===== config.mk =====
export PLATFORM = sky130hd
export DESIGN_NAME = uart_scheduler
export DESIGN_NICKNAME = d
export VERILOG_FILES = /design/src/rtl/uart_sched_pkg.sv /design/src/rtl/uart_sched_rr2.sv /design/src/rtl/uart_scheduler.sv
export SDC_FILE = /design/constraint.sdc
export NUM_CORES = 1
export LEC_CHECK = 0
export ABC_AREA = 1
export BUFFER_PORTS_ARGS = -buffer_cell sky130_fd_sc_hd__buf_2
export CORE_AREA = 2 2 109 111
export CTS_CLUSTER_SIZE = 20
export DETAILED_ROUTE_END_ITERATION = 6
export DIE_AREA = 0 0 111 113
export GPL_TIMING_DRIVEN = 0
export PLACE_DENSITY = 0.45
export SLEW_MARGIN = 20
export SYNTH_ARGS = -nofsm -noshare
export SYNTH_HDL_FRONTEND = slang
export SYNTH_SLANG_ARGS = --single-unit

===== constraint.sdc =====
create_clock -name clk -period 3.55 [get_ports clk]
set_input_delay 0.355 -clock clk [delete_from_list [all_inputs] [get_ports clk]]
set_output_delay 0.355 -clock clk [all_outputs]
set_load 0.02 [all_outputs]

===== src/rtl/uart_sched_pkg.sv =====
// uart_sched_pkg: shared enums, register offsets and status-bit positions for the UART scheduler
package uart_sched_pkg;
  typedef enum logic [1:0] {S_IDLE, S_SETUP, S_ACCESS} state_e;
  typedef enum logic [2:0] {OP_DIV_WR, OP_RX_RD, OP_RX_CLR, OP_TX_ST, OP_TX_WR} op_e;
  localparam logic [3:0] RX_OFS  = 4'h0;
  localparam logic [3:0] TX_OFS  = 4'h4;
  localparam logic [3:0] DIV_OFS = 4'h8;
  localparam int RX_EMPTY_BIT = 31;
  localparam int RX_ERR_BIT   = 8;
  localparam int TX_FULL_BIT  = 31;
endpackage


===== src/rtl/uart_sched_rr2.sv =====
// uart_sched_rr2: two-requester round-robin grant with registered last-grant
module uart_sched_rr2 (
  input  logic       clk,
  input  logic       reset_n,
  input  logic [1:0] req_i,
  input  logic       upd_i,
  input  logic       upd_idx_i,
  output logic       gnt_o
);
  logic last_q;
  assign gnt_o = (&req_i) ? ~last_q : req_i[1];
  always_ff @(posedge clk or negedge reset_n)
    if (!reset_n) last_q <= 1'b1;
    else if (upd_i) last_q <= upd_idx_i;
endmodule


===== src/rtl/uart_scheduler.sv =====
// uart_scheduler: APB master sequencing UART divisor, TX and RX register traffic.
// RX polling, rx_err and error clearing exist only when UART_SCHED_RX_EN is defined.
import uart_sched_pkg::*;
module uart_scheduler #(
  parameter int unsigned POLL_INTERVAL = 16,
  parameter logic [3:0]  ADDR_RX       = RX_OFS,
  parameter logic [3:0]  ADDR_TX       = TX_OFS,
  parameter logic [3:0]  ADDR_DIV      = DIV_OFS
) (
  input  logic        clk,
  input  logic        reset_n,
  input  logic        tx0_valid,
  output logic        tx0_ready,
  input  logic [7:0]  tx0_data,
  input  logic        tx1_valid,
  output logic        tx1_ready,
  input  logic [7:0]  tx1_data,
  output logic        rx_valid,
  input  logic        rx_ready,
  output logic [7:0]  rx_data,
  output logic        rx_err,
  input  logic        div_load,
  input  logic [15:0] div_value,
  output logic        busy,
  output logic [3:0]  apb_PADDR,
  output logic        apb_PSEL,
  output logic        apb_PENABLE,
  output logic        apb_PWRITE,
  output logic [31:0] apb_PWDATA,
  input  logic        apb_PREADY,
  input  logic [31:0] apb_PRDATA
);
  state_e      state_q, state_d;
  op_e         op_q, op_d;
  logic [3:0]  paddr_q, paddr_d;
  logic        pwrite_q, pwrite_d;
  logic [31:0] pwdata_q, pwdata_d;
  logic        gnt_q, gnt_d;
  logic [7:0]  byte_q, byte_d;
  logic [15:0] div_q, div_d;
  logic        div_pend_q, div_pend_d, clr_pend_q, clr_pend_d;
  logic        rx_valid_q, rx_valid_d, rx_err_q, rx_err_d;
  logic [7:0]  rx_data_q, rx_data_d;
  logic        rr_gnt, done, rx_due, unused_ok;
  assign done        = state_q == S_ACCESS && apb_PREADY;
  assign apb_PSEL    = state_q != S_IDLE;
  assign apb_PENABLE = state_q == S_ACCESS;
  assign busy        = apb_PSEL;
  assign apb_PADDR   = paddr_q;
  assign apb_PWRITE  = pwrite_q;
  assign apb_PWDATA  = pwdata_q;
  assign tx0_ready   = done && op_q == OP_TX_WR && !gnt_q;
  assign tx1_ready   = done && op_q == OP_TX_WR && gnt_q;
  assign unused_ok   = ^apb_PRDATA[30:9];
  uart_sched_rr2 u_rr (
    .clk       (clk),
    .reset_n   (reset_n),
    .req_i     ({tx1_valid, tx0_valid}),
    .upd_i     (done && op_q == OP_TX_WR),
    .upd_idx_i (gnt_q),
    .gnt_o     (rr_gnt)
  );
`ifdef UART_SCHED_RX_EN
  logic [15:0] timer_q;
  always_ff @(posedge clk or negedge reset_n)
    if (!reset_n) timer_q <= 16'(POLL_INTERVAL);
    else if (done && op_q == OP_RX_RD) timer_q <= 16'(POLL_INTERVAL);
    else if (timer_q != 16'd0) timer_q <= timer_q - 16'd1;
  assign rx_due   = timer_q == 16'd0 && !rx_valid_q;
  assign rx_valid = rx_valid_q;
  assign rx_data  = rx_data_q;
  assign rx_err   = rx_err_q;
`else
  logic unused_rx;
  assign unused_rx = ^{rx_valid_q, rx_data_q, rx_err_q};
  assign rx_due    = 1'b0;
  assign rx_valid  = 1'b0;
  assign rx_data   = 8'h00;
  assign rx_err    = 1'b0;
`endif
  always_comb begin
    state_d    = state_q;
    op_d       = op_q;
    paddr_d    = paddr_q;
    pwrite_d   = pwrite_q;
    pwdata_d   = pwdata_q;
    gnt_d      = gnt_q;
    byte_d     = byte_q;
    div_d      = div_q;
    div_pend_d = div_pend_q;
    clr_pend_d = clr_pend_q;
    rx_valid_d = rx_valid_q && !rx_ready;
    rx_data_d  = rx_data_q;
    rx_err_d   = 1'b0;
    case (state_q)
      S_IDLE: begin
        if (clr_pend_q || div_pend_q || rx_due || tx0_valid || tx1_valid) state_d = S_SETUP;
        if (clr_pend_q) begin
          op_d = OP_RX_CLR; paddr_d = ADDR_RX; pwrite_d = 1'b1; pwdata_d = '0; clr_pend_d = 1'b0;
        end else if (div_pend_q) begin
          op_d = OP_DIV_WR; paddr_d = ADDR_DIV; pwrite_d = 1'b1; pwdata_d = {16'b0, div_q}; div_pend_d = 1'b0;
        end else if (rx_due) begin
          op_d = OP_RX_RD; paddr_d = ADDR_RX; pwrite_d = 1'b0; pwdata_d = '0;
        end else if (tx0_valid || tx1_valid) begin
          op_d = OP_TX_ST; paddr_d = ADDR_TX; pwrite_d = 1'b0; pwdata_d = '0;
          gnt_d = rr_gnt; byte_d = rr_gnt ? tx1_data : tx0_data;
        end
      end
      S_SETUP: state_d = S_ACCESS;
      S_ACCESS: if (apb_PREADY) begin
        state_d = S_IDLE;
        // an error report wins over any byte carried in the same status word
        if (op_q == OP_RX_RD && apb_PRDATA[RX_ERR_BIT]) begin
          rx_err_d = 1'b1; clr_pend_d = 1'b1;
        end else if (op_q == OP_RX_RD && !apb_PRDATA[RX_EMPTY_BIT]) begin
          rx_valid_d = 1'b1; rx_data_d = apb_PRDATA[7:0];
        end
        if (op_q == OP_TX_ST && !apb_PRDATA[TX_FULL_BIT]) begin
          state_d = S_SETUP; op_d = OP_TX_WR; pwrite_d = 1'b1; pwdata_d = {24'b0, byte_q};
        end
      end
      default: state_d = S_IDLE;
    endcase
    if (div_load) begin
      div_d = div_value; div_pend_d = 1'b1;
    end
  end
  always_ff @(posedge clk or negedge reset_n)
    if (!reset_n) begin
      state_q    <= S_IDLE;
      op_q       <= OP_DIV_WR;
      paddr_q    <= '0;
      pwrite_q   <= 1'b0;
      pwdata_q   <= '0;
      gnt_q      <= 1'b0;
      byte_q     <= '0;
      div_q      <= '0;
      div_pend_q <= 1'b0;
      clr_pend_q <= 1'b0;
      rx_valid_q <= 1'b0;
      rx_data_q  <= '0;
      rx_err_q   <= 1'b0;
    end else begin
      state_q    <= state_d;
      op_q       <= op_d;
      paddr_q    <= paddr_d;
      pwrite_q   <= pwrite_d;
      pwdata_q   <= pwdata_d;
      gnt_q      <= gnt_d;
      byte_q     <= byte_d;
      div_q      <= div_d;
      div_pend_q <= div_pend_d;
      clr_pend_q <= clr_pend_d;
      rx_valid_q <= rx_valid_d;
      rx_data_q  <= rx_data_d;
      rx_err_q   <= rx_err_d;
    end
endmodule

==> flow_summary.ini, run 1 <==
[clock_tree]
cts.repair.resized = 0
postCtsHoldBufs = 0
htreeDepth = 2
clk_latency_ns = 0.29
root_buffer = clkbuf_16
cts_buffers = 5
cts_tree = built
cts.path.max_buffers = 2
post_cts_buffers = 0
clock-sinks = 52
clkSlewWorstSetupHoldPaths_ns = 0.07

[timing]
min_period_over_period_pct = 52.00
setup_viol = 0
hold_slack_ns = 0.09130
hold_viol_final = 0
maxSlewHeadroom_pct = 55.22
slew_viol_final = 0
fin_crit_ns = 1.846
fmax_ghz = 0.5418
rsz0062_at_grt = false
tightest_slew_ns = 0.6716
skew_ns = 0.007733
finalSetupTns_ns = 0
fin_ws_ns = 1.704

[critical_path]
r2r_end = apb_PWDATA[7]$_DFFE_PN0P_
crit_fanout = 10
startpoint = state_q[1]$_DFFE_PN0P_
required_ns = 3.19
worst-setup-path-type = flip-flop to output pin
arrival_ns = 1.49
end_kind = output pin
rr_worst_depth = 7
cp-endpoint = tx1_ready
reg2reg_slack_ns = 2.16
cp-start-kind = flip-flop
r2r-start = div_pend_q$_DFFE_PN0P_

[yosys]
avgSynthCellArea_um2 = 8.024
yosysWarnings = 0
dominantRegCellSynth = dfrtp_1
synth.area.top_cells = dfrtp_1 46%, nand2_1 20%, nand3_1 9.0%, buf_4 8.9%, nor2_1 1.8%
ys_ff_latch = 52
synthArstFlopShare_pct = 100.0
synth.distinct_cells = 28
yosys.area.top_type_share_pct = 45.97
synthMostInstantiatedCell = nand2_1
synth-seq-area-share_pct = 46.91
synth_edf_count = 0
syn-cell-area_mm2 = 0.002776
netlist_top_cells_count = 151 x nand2_1, 51 x dfrtp_1, 50 x nand3_1
synth_cells = 346
yosys.area.top_type = dfrtp_1

[routing]
drt_wl_total_um = 6718
vias = 2308
ant_nets = 0
drtIter0Drc = 61
drc = 0
via_per_inst = 3.945
drtPass1Iterations = 4
routedWlPerCell_um = 11.48

[final_layout]
multi_input_area_mm2 = 0.001197
synthToLayoutAreaGrowth_pct = 27.22
final_layout_size_suffix_gt1_share_pct = 29.19
nNetsFinal = 512
fillers = 1229
register_area_mm2 = 0.001303
antenna_cells = 0
fin_area_mm2 = 0.003532
finalNonFillerCells = 585

[place]
place_ws_ns = 1.989
gp_congestion = 0.7559
placed_area_mm2 = 0.003364
dp_hpwl_um = 5176
dpl.cell_count = 577
port_buffers = 61

[grt]
grt_pass1_vias = 2337
grt_antenna_before_repair = 0
grt_max_degree = 53
grt_pass1_wl_um = 11320
grtUsageTotal_pct = 11.18
grt-ovfl-total = 0

[pwr]
power_frac_comb_pct = 44.4
p_leak_nw = 2.025
switchingPower_mw = 1.092
power.density_mw_per_mm2 = 738.0
swShare_pct = 41.89
ir_worst_vdd_uv = 248.9
p_clk_share_pct = 21.0
p_int_mw = 1.515
seqPwrFrac_pct = 34.6

[die]
ios = 123
initial_core_util_pct = 24.63
die-width_um = 111
row_count = 39
fp.dieH_um = 113
coreArea_mm2 = 0.01127
die_area_mm2 = 0.01254

[outcome]
status = complete, no violations

[worst_hold_path]
hold_class = primary input to async pin

[run]
cap_violations = 0
==> layout make-up <==
cell class | count | area share (%)
Clock buffer | 5 | 3.542
Clock inverter | 3 | 1.204
Buffer | 43 | 9.352
Tap cell | 143 | 5.066
Inverter | 12 | 1.346
Timing Repair Buffer | 61 | 8.714
Multi-Input combinational cell | 266 | 33.90
Sequential cell | 52 | 36.88
==> placed cells by master, fill, tap and decap left out, types with 3 or more instances in the layout <==
cell,count
nand3_2,3
nor2_1,13
buf_6,4
clkbuf_16,5
nand3_1,50
buf_4,34
dfrtp_1,51
o21ai_0,5
nand2_2,3
conb_1,28
buf_2,63
inv_1,7
nand2_1,151
==> power groups by stage <==
| stage | Sequential, mW | Combinational [mW] | Clock [mW] |
|---|---|---|---|
| 3_5_place_dp | 0.912 | 1.18 | 0 |
| 5_1_grt | 0.927 | 1.30 | 0.596 |
| 3_3_place_gp | 0.910 | 1.17 | 0 |
| 2_1_floorplan | 0.984 | 0.760 | 0 |
| 6_report | 0.901 | 1.16 | 0.548 |
| 4_1_cts | 0.903 | 1.18 | 0.570 |
==> critical path, stage by stage (launching register included) <==
cell and delay [ns]:
dfrtp_1 0.49, inv_2 0.07, nor2_4 0.12, buf_6 0.17
nand4_4 0.10, nor2_1 0.10, buf_2 0.16
==> how the worst min path moves through the flow <==
stage | start | to | depth (start not counted)
finish | reset_n | byte_q[2]$_DFFE_PN0P_ | 1
global route | reset_n | byte_q[2]$_DFFE_PN0P_ | 1
CTS | reset_n | byte_q[2]$_DFFE_PN0P_ | 1
detailed placement | reset_n | byte_q[2]$_DFFE_PN0P_ | 1
global placement | div_q[10]$_DFFE_PN0P_ | div_q[10]$_DFFE_PN0P_ | 2
floorplan | reset_n | apb_PADDR[2]$_DFFE_PN0P_ | 0
==> flip-flops by register name (all words and copies together), names as in the netlist <==
register,count
apb_PWDATA,16
gnt_q,1
state_q,2
op_q,3
apb_PWRITE,1
byte_q,8
div_pend_q,1
u_rr.last_q,1
apb_PADDR,2
div_q,16
clr_pend_q,1
==> through the flow <==
stage                     util, %  total power, mW
after floorplan                 -            1.743
after global placement      29.83            2.077
after detailed placement    29.85            2.088
after CTS                   31.34            2.652
after global routing        31.34            2.824
final                       31.34            2.607
==> cells by family after synthesis <==
| kind of cell | synth area share, % |
|---|---|
| AND/OR/NAND/NOR | 37.95 |
| buffers and inverters | 13.61 |
| flip-flops | 46.91 |
| AO/OA/AOI/OAI | 1.397 |
| other | 0.1351 |
==> metal layers <==
layer  share of wire [%]  vias up  global-route usage, %
li1                    -     1226                      -
met2                  47       55                  19.14
met5                   0        -                      0
met1                  48     1020                  14.70
met3                 3.2        7                  1.446
met4                 1.5        0                  3.750
Note: power is estimated with default switching activity, not from simulation.
==> run 2: changes to the inputs <==
--- a/config.mk
+++ b/config.mk
@@ -5,14 +5,14 @@
 export SDC_FILE = /design/constraint.sdc
 export NUM_CORES = 1
 export LEC_CHECK = 0
-export ABC_AREA = 1
+export ABC_AREA = 0
 export BUFFER_PORTS_ARGS = -buffer_cell sky130_fd_sc_hd__buf_2
-export CORE_AREA = 2 2 109 111
+export CORE_AREA = 2 2 103 105
 export CTS_CLUSTER_SIZE = 20
 export DETAILED_ROUTE_END_ITERATION = 6
-export DIE_AREA = 0 0 111 113
+export DIE_AREA = 0 0 105 107
 export GPL_TIMING_DRIVEN = 0
-export PLACE_DENSITY = 0.45
+export PLACE_DENSITY = 0.46
 export SLEW_MARGIN = 20
 export SYNTH_ARGS = -nofsm -noshare
 export SYNTH_HDL_FRONTEND = slang
==> constraint.sdc (replaced) <==
create_clock -name clk -period 1.7 [get_ports clk]
set_input_delay 0.17 -clock clk [delete_from_list [all_inputs] [get_ports clk]]
set_output_delay 0.17 -clock clk [all_outputs]
set_load 0.02 [all_outputs]
==> flow_summary.ini, run 2 <==
[critical_path]
arrival_ns = 1.85
crit_fanout = 5
r2r-start = div_pend_q$_DFFE_PN0P_
required_ns = 1.90
end_kind = flip-flop
cp-start-kind = flip-flop
reg2reg_slack_ns = 0.04
r2r_end = apb_PWDATA[7]$_DFFE_PN0P_
worst-setup-path-type = flip-flop to flip-flop
rr_worst_depth = 6

[die]
die-width_um = 105
initial_core_util_pct = 24.41
die_area_mm2 = 0.01124
ios = 123
row_count = 37
coreArea_mm2 = 0.01009
fp.dieH_um = 107

[clock_tree]
cts_tree = built
cts_buffers = 5
htreeDepth = 2
root_buffer = clkbuf_8
clock-sinks = 52
clk_latency_ns = 0.30
clkSlewWorstSetupHoldPaths_ns = 0.09
cts.path.max_buffers = 2

[routing]
drt_wl_total_um = 5757
wl_met3_um = 270
dr_wl_met2_um = 2645
via_per_inst = 3.882
drtPass1Iterations = 4
wl_met1_um = 2778
drtIter0Drc = 37
dr.max_layer_used = met4
routedWlPerCell_um = 13.08
vias = 1708
drc = 0
ant_nets = 0

[outcome]
status = complete, no violations

[yosys]
synthArstFlopShare_pct = 100.0
yosys.area.top_type_share_pct = 51.80
synth_compound_area_share_pct = 10.92
synthMostInstantiatedCell = dfrtp_1
ys_ff_latch = 52
synth_fa_ha_area_share_pct = 0
yosys.area.top_type = dfrtp_1
synth.distinct_cells = 37
synthXorXnorAreaFrac_pct = 0
yosysWarnings = 0
synth-seq-area-share_pct = 52.87
netlist_top_cells_count = 51 x dfrtp_1, 29 x buf_4, 20 x mux2_2
synth_top_family_by_area = multiplexers
avgSynthCellArea_um2 = 12.83
dominantRegCellSynth = dfrtp_1
synth_edf_count = 0
synthMuxAreaShare_pct = 17.06
syn-cell-area_mm2 = 0.002464
synth.area.top_cells = dfrtp_1 52%, mux2_2 9.1%, buf_4 8.8%, mux2_4 4.3%, mux2i_1 3.7%
yosys.area_share.simple_pct = 7.161
synth_cells = 192

[final_layout]
final_common_cell = buf_2
nNetsFinal = 374
synthToLayoutAreaGrowth_pct = 33.67
antenna_cells = 0
final_cell_mix = 60 x buf_2, 49 x dfrtp_1, 44 x buf_4, 28 x conb_1, 20 x mux2_2
fin_util_pct = 32.63
final_layout_size_suffix_gt1_share_pct = 54.28

[pwr]
seqPwrFrac_pct = 36.8
power_frac_comb_pct = 49.9
power.density_mw_per_mm2 = 1588
p_clk_share_pct = 13.3
ir_worst_vdd_uv = 440.5
totalPowerFinal_mw = 5.231
p_int_mw = 3.280
p_leak_nw = 1.690
switchingPower_mw = 1.951
swShare_pct = 37.30

[place]
gp_congestion = 0.7366
port_buffers = 62
dp_hpwl_um = 4007

[grt]
grt_antenna_before_repair = 0
grtUsageTotal_pct = 10.38
grt_pass1_wl_um = 9163
grt_max_degree = 53
grt-ovfl-total = 0
grt_pass1_vias = 1715

[timing]
setup_viol = 0
maxSlewHeadroom_pct = 54.11
skew_ns = 0.008997
fin_crit_ns = 1.656
slew_viol_final = 0
rsz0062_at_grt = true
hold_slack_ns = 0.09054
fmax_ghz = 0.6040
min_period_over_period_pct = 97.39
tightest_slew_ns = 0.6884
hold_viol_final = 0

[worst_hold_path]
hold_start = div_value[10]
holdPathEnd = div_q[10]$_DFFE_PN0P_
hold_class = primary input to flip-flop
holdPathStages = 2

[run]
cap_violations = 0
## run 2: metrics by stage
| stage | instance area (um^2) | std cells | setup slack [ns] | setup TNS [ns] |
|---|---|---|---|---|
| final | 3293 | 440 | 0.04429 | 0 |
| after global routing | 3293 | 440 | -0.02349 | -0.08864 |
| after CTS | 3231 | 435 | -0.06716 | -0.1322 |
| after detailed placement | 3048 | 417 | -0.07700 | -0.5770 |
| after global placement | 3045 | 417 | -0.06047 | -0.4586 |
| after floorplan | 2565 | 219 | 0.07408 | 0 |
## run 2: power groups by stage
stage	clock, mW	sequential (mW)	combinational [mW]
after floorplan	0	2.16	1.45
after global placement	0	1.96	2.29
after detailed placement	0	1.97	2.32
after CTS	0.732	1.94	2.49
after global routing	0.775	1.99	2.84
final	0.694	1.93	2.61
## run 2: logic make-up (layout without fill, tap and decap cells)
group                  Yosys count  count (layout)
DFF                             52              52
buffers and inverters           41             126
muxes                           36              36
AOI/OAI and AO/OA               35              35
and+or+nand+nor                 27              27
other                            1              28
## run 2: worst max-delay path, stage by stage, from the launching register on
cell and delay [ns]:
dfrtp_2 0.45, nor4_4 0.35, a22oi_2 0.15, nand2_4 0.11
inv_8 0.05, clkbuf_16 0.15, mux2_4 0.29
## run 2: area by class of cell
class	instances	area, um^2
multi-input combinational	126	977.2
sequential	52	1305
buffer	36	271.5
clock inverter	1	5.005
inverter	4	22.52
clock buffer	7	76.32
timing repair buffer	78	465.4
fill	1101	6799
tap	136	170.2
## run 2: metal layers
layer	global-route usage (%)	vias up
li1	-	837
met1	14.41	814
met2	16.23	50
met3	2.249	7
met4	3.143	0
met5	0	-
## run 2: worst max-delay path by stage
| stage | cells past startpoint | slack, ns | startpoint | endpoint |
|---|---|---|---|---|
| after floorplan | 5 | 0.07 | state_q[0]$_DFFE_PN0P_ | u_rr.last_q$_DFFE_PN1P_ |
| after global placement | 5 | -0.06 | state_q[0]$_DFFE_PN0P_ | tx1_ready |
| after detailed placement | 5 | -0.08 | state_q[0]$_DFFE_PN0P_ | tx1_ready |
| after CTS | 5 | -0.07 | state_q[0]$_DFFE_PN0P_ | tx0_ready |
| after global routing | 6 | -0.02 | div_pend_q$_DFFE_PN0P_ | apb_PWDATA[7]$_DFFE_PN0P_ |
| final | 6 | 0.04 | div_pend_q$_DFFE_PN0P_ | apb_PWDATA[7]$_DFFE_PN0P_ |
## run 2: timing repair
| action | CTS | global route |
|---|---|---|
| resized for setup | 9 | 9 |
| buffers inserted | 9 | 5 |
| endpoints found under the setup margin | 19 | 19 |
| pin swaps | 5 | 4 |
| hold buffers | 1 | 0 |
| cloned | 0 | 1 |
| hold endpoints to repair | 51 | 0 |
==> run 3: changes to the inputs <==
--- a/config.mk
+++ b/config.mk
@@ -13,6 +13,7 @@
 export DIE_AREA = 0 0 105 107
 export GPL_TIMING_DRIVEN = 0
 export PLACE_DENSITY = 0.46
+export RECOVER_POWER = 25
 export SLEW_MARGIN = 20
 export SYNTH_ARGS = -nofsm -noshare
 export SYNTH_HDL_FRONTEND = slang
==> constraint.sdc (replaced) <==
create_clock -name clk -period 1.9 [get_ports clk]
set_input_delay 0.19 -clock clk [delete_from_list [all_inputs] [get_ports clk]]
set_output_delay 0.19 -clock clk [all_outputs]
set_load 0.02 [all_outputs]
==> flow_summary.ini, run 3 (synthesis gave the netlist of run 2 again) <==
[final_layout]
nNetsFinal = 364
final_common_cell = buf_2
final_layout_size_suffix_gt1_share_pct = 50.68
fin_area_mm2 = 0.003169
final_cell_mix = 61 x buf_2, 51 x dfrtp_1, 34 x buf_4, 28 x conb_1, 20 x mux2_2
antenna_cells = 0
synthToLayoutAreaGrowth_pct = 28.64

[critical_path]
cp_slowest_cell = dfrtp_1
end_kind = flip-flop
cp-start-kind = flip-flop
crit_fanout = 10
worstPathCellList = nor4_4, a22oi_2, nand2_4, inv_4, buf_12, mux2_4
arrival_ns = 1.97
required_ns = 2.10
worst-setup-path-type = flip-flop to flip-flop
critPathTopFamily = simple AND/OR/NAND/NOR gates
cp.buffers_inverters = 2
max_stage_delay_ns = 0.46

[place]
dp_hpwl_um = 4007
gp_congestion = 0.7366
port_buffers = 62
place_ws_ns = 0.1030
placed_area_mm2 = 0.003048

[grt]
grt_pass1_vias = 1688
grt_pass1_wl_um = 9045
grt-ovfl-total = 0
grt_max_degree = 53
grtUsageTotal_pct = 10.28
grt_antenna_before_repair = 0

[timing]
maxSlewHeadroom_pct = 11.11
rsz0062_at_grt = false
setup_viol = 0
hold_slack_ns = 0.1081
finalSetupTns_ns = 0
hold_viol_final = 0
tightest_slew_ns = 1.333
fin_crit_ns = 1.772
skew_ns = 0.008555
fin_ws_ns = 0.1281
slew_viol_final = 0
fmax_ghz = 0.5644
min_period_over_period_pct = 93.26

[outcome]
status = complete, no violations

[pwr]
ir_worst_vdd_uv = 393.0
p_int_mw = 2.778
power.density_mw_per_mm2 = 1417
power_frac_comb_pct = 47.2
seqPwrFrac_pct = 38.8
p_clk_share_pct = 14.0
swShare_pct = 38.15
switchingPower_mw = 1.713
p_leak_nw = 1.626
totalPowerFinal_mw = 4.491

[clock_tree]
clkSlewWorstSetupHoldPaths_ns = 0.10
clk_latency_ns = 0.30
cts_tree = built
htreeDepth = 2
root_buffer = clkbuf_8
cts_buffers = 5
clock-sinks = 52
cts.repair.resized = 0
cts.path.max_buffers = 2

[routing]
drtIter0Drc = 47
routedWlPerCell_um = 13.25
drt_wl_total_um = 5698
ant_nets = 0
vias = 1669
via_per_inst = 3.881
drtPass1Iterations = 4
drc = 0

[die]
die_area_mm2 = 0.01124
initial_core_util_pct = 24.41
row_count = 37
die-width_um = 105
fp.dieH_um = 107
ios = 123
coreArea_mm2 = 0.01009

[run]
cap_violations = 0

[worst_hold_path]
hold_class = primary input to flip-flop
-- run 3: power groups by stage --
stage / Combinational (mW) / Sequential (mW) / Clock, mW
after floorplan: 1.30 / 1.93 / 0
after global placement: 2.05 / 1.76 / 0
after detailed placement: 2.08 / 1.77 / 0
after CTS: 2.13 / 1.75 / 0.655
after global routing: 2.31 / 1.80 / 0.695
final: 2.12 / 1.74 / 0.630
-- run 3: worst register-to-register path, stage by stage, from the launching register on --
cell     delay (ns)
dfrtp_1        0.46
nor4_4         0.37
a22oi_2        0.15
nand2_4        0.18
inv_4          0.08
buf_12         0.15
mux2_4         0.29
-- run 3: layout make-up --
cell class / instances / area (um^2)
buffer: 36 / 269.0
clock buffer: 7 / 76.32
clock inverter: 1 / 5.005
fill: 1099 / 6923
inverter: 4 / 17.52
multi-input combinational: 126 / 970.9
sequential: 52 / 1303
tap: 136 / 170.2
timing repair buffer: 68 / 357.8
-- run 3: metrics by stage --
stage	util (%)	std cells
global placement	30.18	417
detailed placement	30.20	417
floorplan	-	219
global route	31.40	430
CTS	31.35	429
finish	31.40	430
-- run 3: final timing paths --
path | from | end | slack, ns | depth (start not counted)
worst min-delay path | div_value[14] | div_q[14]$_DFFE_PN0P_ | 0.11 | 2
min in group asynchronous | reset_n | apb_PWDATA[5]$_DFFE_PN0P_ | 0.72 | 2
worst min register to register | apb_PADDR[3]$_DFFE_PN0P_ | apb_PADDR[3]$_DFFE_PN0P_ | 0.48 | 1
max in group asynchronous | reset_n | apb_PWDATA[8]$_DFFE_PN0P_ | 0.38 | 2
worst max-delay path | div_pend_q$_DFFE_PN0P_ | apb_PWDATA[5]$_DFFE_PN0P_ | 0.13 | 6
worst max register to register | div_pend_q$_DFFE_PN0P_ | apb_PWDATA[5]$_DFFE_PN0P_ | 0.13 | 6
-- run 3: what timing repair did --
item,4_1_cts,5_1_grt
endpoints found under the hold margin,51,0
hold buffers,1,0
setup endpoints to repair,2,8
buffers inserted,4,1
pin swaps,0,1
-- run 3: layer usage --
layer	GRT usage (%)	up-vias	part of all wire [%]
met4	3.143	0	1.2
met3	2.249	7	5.5
met1	14.29	791	48
met5	0	-	0
li1	-	810	-
met2	16.00	61	45
